===== config.mk =====
export PLATFORM = sky130hd
export DESIGN_NAME = instr_encoder
export DESIGN_NICKNAME = d
export VERILOG_FILES = /design/src/rtl/instr_encoder.sv
export SDC_FILE = /design/constraint.sdc
export NUM_CORES = 1
export LEC_CHECK = 0
export BUFFER_PORTS_ARGS = -buffer_cell sky130_fd_sc_hd__clkbuf_2
export CAP_MARGIN = 10
export CORE_UTILIZATION = 49
export DETAILED_ROUTE_END_ITERATION = 10
export PLACE_DENSITY = 0.73
export SYNTH_ARGS = -nofsm -noshare
export SYNTH_HDL_FRONTEND = slang
export SYNTH_SLANG_ARGS = --single-unit

===== constraint.sdc =====
create_clock -name clk -period 4.07 [get_ports clk]
set_input_delay 0 -clock clk [delete_from_list [all_inputs] [get_ports clk]]
set_output_delay 0 -clock clk [all_outputs]
set_load 0.05 [all_outputs]

===== src/rtl/instr_encoder.sv =====
`default_nettype none
// ============================================================================
//  Module   : instr_encoder
//  Purpose  : Encodes R/LOAD/STORE/BRANCH requests into 32-bit instruction
//             words plus expected control bits, buffered in an output FIFO.
//             Optional immediate range check enabled by ENC_RANGE_CHECK_EN.
//  Revision : 1.0 - initial release
// ============================================================================
module instr_encoder #(
   parameter int FIFO_DEPTH = 4,
   parameter int COUNT_W    = 16
) (
   input  logic               clk,
   input  logic               rst,
   input  logic               req_valid,
   output logic               req_ready,
   input  logic [1:0]         req_class,
   input  logic [4:0]         req_rd,
   input  logic [4:0]         req_rs1,
   input  logic [4:0]         req_rs2,
   input  logic [2:0]         req_funct3,
   input  logic [6:0]         req_funct7,
   input  logic [12:0]        req_imm,
   output logic               out_valid,
   input  logic               out_ready,
   output logic [31:0]        out_instr,
   output logic [7:0]         out_ctrl,
   output logic [COUNT_W-1:0] instr_count,
   output logic               err
);

   localparam int            AW      = (FIFO_DEPTH > 1) ? $clog2(FIFO_DEPTH) : 1;
   localparam logic [AW:0]   DEPTH_L = (AW+1)'(FIFO_DEPTH);

   localparam logic [1:0]    CLS_R      = 2'b00;
   localparam logic [1:0]    CLS_LOAD   = 2'b01;
   localparam logic [1:0]    CLS_STORE  = 2'b10;

   localparam logic [6:0]    OP_R      = 7'b0110011;
   localparam logic [6:0]    OP_LOAD   = 7'b0000011;
   localparam logic [6:0]    OP_STORE  = 7'b0100011;
   localparam logic [6:0]    OP_BRANCH = 7'b1100011;

   localparam logic [7:0]    CTRL_R      = 8'b0010_0010;
   localparam logic [7:0]    CTRL_LOAD   = 8'b1111_0000;
   localparam logic [7:0]    CTRL_STORE  = 8'b1000_1000;
   localparam logic [7:0]    CTRL_BRANCH = 8'b0000_0101;

   logic [31:0]        instr_mem_q [FIFO_DEPTH];
   logic [7:0]         ctrl_mem_q  [FIFO_DEPTH];
   logic [AW-1:0]      wr_ptr_q, rd_ptr_q;
   logic [AW:0]        occ_q, occ_d;
   logic [COUNT_W-1:0] count_q;

   logic [31:0]        enc_instr;
   logic [7:0]         enc_ctrl;
   logic               accept, push, pop, reject;

   always_comb begin
      enc_instr = '0;
      enc_ctrl  = '0;
      case (req_class)
         CLS_R: begin
            enc_instr = {req_funct7, req_rs2, req_rs1, req_funct3, req_rd, OP_R};
            enc_ctrl  = CTRL_R;
         end
         CLS_LOAD: begin
            enc_instr = {req_imm[11:0], req_rs1, req_funct3, req_rd, OP_LOAD};
            enc_ctrl  = CTRL_LOAD;
         end
         CLS_STORE: begin
            enc_instr = {req_imm[11:5], req_rs2, req_rs1, req_funct3,
                         req_imm[4:0], OP_STORE};
            enc_ctrl  = CTRL_STORE;
         end
         default: begin
            enc_instr = {req_imm[12], req_imm[10:5], req_rs2, req_rs1, req_funct3,
                         req_imm[4:1], req_imm[11], OP_BRANCH};
            enc_ctrl  = CTRL_BRANCH;
         end
      endcase
   end

`ifdef ENC_RANGE_CHECK_EN
   logic err_q;

   // LOAD/STORE need a sign-extendable 12-bit value; branch offsets must be even
   always_comb begin
      reject = 1'b0;
      case (req_class)
         CLS_LOAD, CLS_STORE: reject = (req_imm[12] != req_imm[11]);
         CLS_R:               reject = 1'b0;
         default:             reject = req_imm[0];
      endcase
   end

   always_ff @(posedge clk or posedge rst) begin
      if (rst) err_q <= 1'b0;
      else     err_q <= accept && reject;
   end

   assign err = err_q;
`else
   logic unused_imm_lsb;

   assign reject         = 1'b0;
   assign err            = 1'b0;
   assign unused_imm_lsb = req_imm[0];
`endif

   assign req_ready = (occ_q != DEPTH_L);
   assign out_valid = (occ_q != '0);
   assign accept    = req_valid && req_ready;
   assign push      = accept && !reject;
   assign pop       = out_valid && out_ready;

   always_comb begin
      occ_d = occ_q;
      case ({push, pop})
         2'b10:   occ_d = occ_q + 1'b1;
         2'b01:   occ_d = occ_q - 1'b1;
         default: occ_d = occ_q;
      endcase
   end

   always_ff @(posedge clk or posedge rst) begin
      if (rst) begin
         wr_ptr_q <= '0;
         rd_ptr_q <= '0;
         occ_q    <= '0;
         count_q  <= '0;
      end else begin
         occ_q <= occ_d;
         if (push) wr_ptr_q <= wr_ptr_q + 1'b1;
         if (pop) begin
            rd_ptr_q <= rd_ptr_q + 1'b1;
            count_q  <= count_q + 1'b1;
         end
      end
   end

   // Storage needs no reset: contents are masked whenever the buffer is empty
   always_ff @(posedge clk) begin
      if (push) begin
         instr_mem_q[wr_ptr_q] <= enc_instr;
         ctrl_mem_q[wr_ptr_q]  <= enc_ctrl;
      end
   end

   assign out_instr   = out_valid ? instr_mem_q[rd_ptr_q] : '0;
   assign out_ctrl    = out_valid ? ctrl_mem_q[rd_ptr_q]  : '0;
   assign instr_count = count_q;

endmodule
`default_nettype wire


==> key figures <==
Outcome
  – Status: finished clean

Routing
  – DRC viols: 0
  – DRT iter0 DRCs: 259
  – DR pass1 iterations: 4
  – Post-Route WL: 12100 um
  – Vias: 3459
  – Final antenna-violating net count: 0
  – Via/cell ratio: 5.15
  – DR WL/cell: 17.9 um

Setup path
  – Data arrival, critical path: 2620 ps
  – CP max FO: 25
  – Critical Path End Type: primary output
  – Worst r2r path cells: 10
  – RR Startpoint: occ_q[1]$_DFFE_PP0P_
  – CP Class: register to primary output
  – Data required, critical path: 4070 ps
  – R2R Path End: occ_q[2]$_DFFE_PP0P_
  – Worst setup SP type: register
  – Worst reg-to-reg setup slack: roughly 1900 ps

STA
  – Worst slew margin: between 30% and 40%
  – RSZ-0062 raised after global routing: no
  – Fin crit period: approximately 2600 ps
  – Setup violations, final: 0
  – Worst slew pin tran: 1040 ps
  – Final setup TNS: 0 ps
  – Max frequency: 0.382 GHz
  – Final period util: 64.3%
  – Clock Skews: 5.67 ps
  – Fin. max-slew vios: 0
  – Final worst slack: roughly 1500 ps
  – Final hold viol count: 0

Power
  – Sequential share of power: between 30% and 40%
  – Clock share of power: between 20% and 30%
  – Peak supply drop: 0.000534 V
  – Sw Pwr: 2700 uW
  – Leak Pwr: 0.00310 uW
  – Switch share: between 40% and 50%
  – Int Power: 3790 uW
  – Share of total power in combinational logic: about two fifths
  – Power per Cell Area: 825 mW/mm^2

Logic synthesis
  – Post-synthesis sequential area ratio: between 60% and 70%
  – Largest family of logic cells by synthesized area: multiplexers
  – Post-synthesis xor/xnor area fraction: about 2.9%
  – Mux share of post-synthesis cell area: 11.8%
  – Yosys Warn Count: 0
  – Distinct cell type count after synthesis: 37
  – Post-synthesis adder-cell area fraction: between 2 and 3%
  – Post-Synthesis Cell Area: 0.00637 sq mm
  – Gate Count Post-Synth: 354
  – Synth Area per Inst: 18.0 sq um
  – Post-synth ARST share: ~15%
  – Compound-Gate Fraction of Synth Area: 2.75%
  – EDFF count, synth: 128
  – Top_reg_cell synth: edfxtp_1
  – Number of synthesized register bits: 151
  – Post-Synth Simple-Gate Area: 7.24%

GRT
  – Global Route Usage Sum: 19.6%
  – First-pass GRT wire length: 18500 um
  – Largest net degree at the start of global routing: 33
  – Number of global-route vias before repair: 3598
  – Gr ovfl total: 0
  – Initial antenna violation count: 0

Final layout
  – Fill cells: ~900
  – Post-route cell area: 0.00788 sq mm
  – Layout Nets: 545
  – Multi-input logic area: around 0.0018 sq mm
  – Finished Layout Cells: 672
  – Fin util: 62.2%
  – Antenna Cells: 0
  – Ratio of cells with drive above 1 in the final layout: between 30% and 40%
  – Area delta synth->final: 23.6%
  – Sequential cell area: between 0.004 and 0.005 sq mm

Clock tree
  – Root Buffer: clkbuf_16
  – Clock sink count: 151
  – Inserted Clock Buffers: 17
  – H-tree depth: 4
  – Clk slew on worst S/H paths: 60 ps
  – Clock Tree Buf Depth: 2
  – CTS tree: built
  – Clock Latency Late Sink: 410 ps

Placed design
  – Pre-CTS WS: 1810 ps
  – DP Wirelength: 7530 um
  – Port Buffers: 99
  – Area after DPL: around 0.0070 sq mm
  – Gpl congestion: 0.740
  – Placed Cells: between 600 and 700

Floorplan
  – Die area: 0.0135 sq mm
  – Die width: 116 um
  – Initial core utilization: 50.3%
  – Die Y-Extent: around 120 um
  – Floorplan row count: 41
  – I/O pin count: 103
  – Core area: 0.0127 sq mm

Min path
  – WHS Endpoint: instr_mem_q[3][20]$_DFFE_PP_
  – Worst hold path cell count: 2
  – Hold_sp: req_imm[0]
  – Worst Hold Class: input pin to register

Flow run
  – Max-cap violations: 0
-- Yosys cell counts (7+ instances only) --
cell	instances	area share (%)
a22o_1	15	2.1
and2b_1	7	0.82
buf_4	10	1.2
dfrtp_1	23	9.0
edfxtp_1	128	60
ha_1	13	2.6
inv_1	12	0.71
mux4_2	32	11
nand2_1	15	0.88
nor2b_1	26	2.6
xnor2_1	15	2.1
-- layout by cell type (no fill, tap or decap), types with 3 or more instances in the layout --
master and count:
a22o_1 15, and2b_1 7, and3_2 4, buf_4 4, clkbuf_16 17, clkbuf_2 99, clkinv_4 3, clkinvlp_4 3
conb_1 3, dfrtp_1 22, dlygate4sd3_1 31, edfxtp_1 128, ha_1 13, inv_1 12, inv_6 3, mux4_2 32
nand2_1 15, nand3_1 6, nor2_1 6, nor2b_1 26, xnor2_1 15, xor2_1 6
-- logic make-up after synthesis --
| kind of cell | after synthesis |
|---|---|
| compound gates | 20 |
| xor+xnor | 21 |
| fa+ha+maj | 14 |
| buf+inv | 35 |
| flops | 151 |
| mux | 35 |
| other cells | 1 |
| simple gates | 77 |
-- repair_timing --
action,CTS,global route
hold buffers,31,0
buffers inserted,0,0
resized for setup,0,0
hold endpoints to repair,110,0
-- cell type report --
| class | instances | area share, % |
|---|---|---|
| clock inverter | 15 | 1.94 |
| timing repair buffer | 134 | 10.6 |
| sequential | 151 | 56.1 |
| clock buffer | 17 | 5.40 |
| tap | 172 | 2.73 |
| multi-input combinational | 170 | 22.6 |
| inverter | 13 | 0.620 |
-- through the flow --
| step | total power [uW] | hold WS [ps] |
|---|---|---|
| final | 6500 | 9.25 |
| after detailed placement | 5020 | 202 |
| after CTS | 6560 | 1.54 |
| after global routing | 6790 | 17.1 |
| after floorplan | 4470 | 1.92 |
| after global placement | 4980 | 190 |
-- power groups by stage --
| stage | Sequential (uW) | Clock, uW | Combinational, uW |
|---|---|---|---|
| after floorplan | 2280 | 0 | 2190 |
| after global placement | 2330 | 0 | 2650 |
| after detailed placement | 2350 | 0 | 2680 |
| after CTS | 2320 | 1530 | 2710 |
| after global routing | 2350 | 1590 | 2840 |
| final | 2310 | 1510 | 2680 |
-- layer usage --
layer	global-route usage (%)	wire length (um)	vias to the layer above
met3	5.02	462	17
met4	8.80	224	0
met1	23.8	5030	1735
li1	-	-	1607
met2	33.0	6340	100
met5	0	0	-
-- critical path, stage by stage, from the launching register on --
cell and delay, ps:
dfrtp_2 910, buf_4 360, mux4_2 520, and2b_1 170, clkbuf_2 230
-- registers in the layout (all words and copies together) (netlist names) --
name	flops
instr_count	16
wr_ptr_q	2
ctrl_mem_q	24
rd_ptr_q	2
instr_mem_q	104
occ_q	3
-- worst max-delay path by stage --
stage                                 to  slack (ps)               startpoint  cells after the start
finish                      out_instr[5]        1450  rd_ptr_q[0]$_DFFE_PP0P_                      4
global route                out_instr[5]        1260  rd_ptr_q[0]$_DFFE_PP0P_                      4
CTS                         out_instr[5]        1370  rd_ptr_q[0]$_DFFE_PP0P_                      4
detailed placement          out_instr[5]        1810  rd_ptr_q[0]$_DFFE_PP0P_                      4
global placement            out_instr[5]        1830  rd_ptr_q[0]$_DFFE_PP0P_                      4
floorplan           occ_q[2]$_DFFE_PP0P_        1600     occ_q[0]$_DFFE_PP0P_                     10
Power figures use the tool's default switching activity.
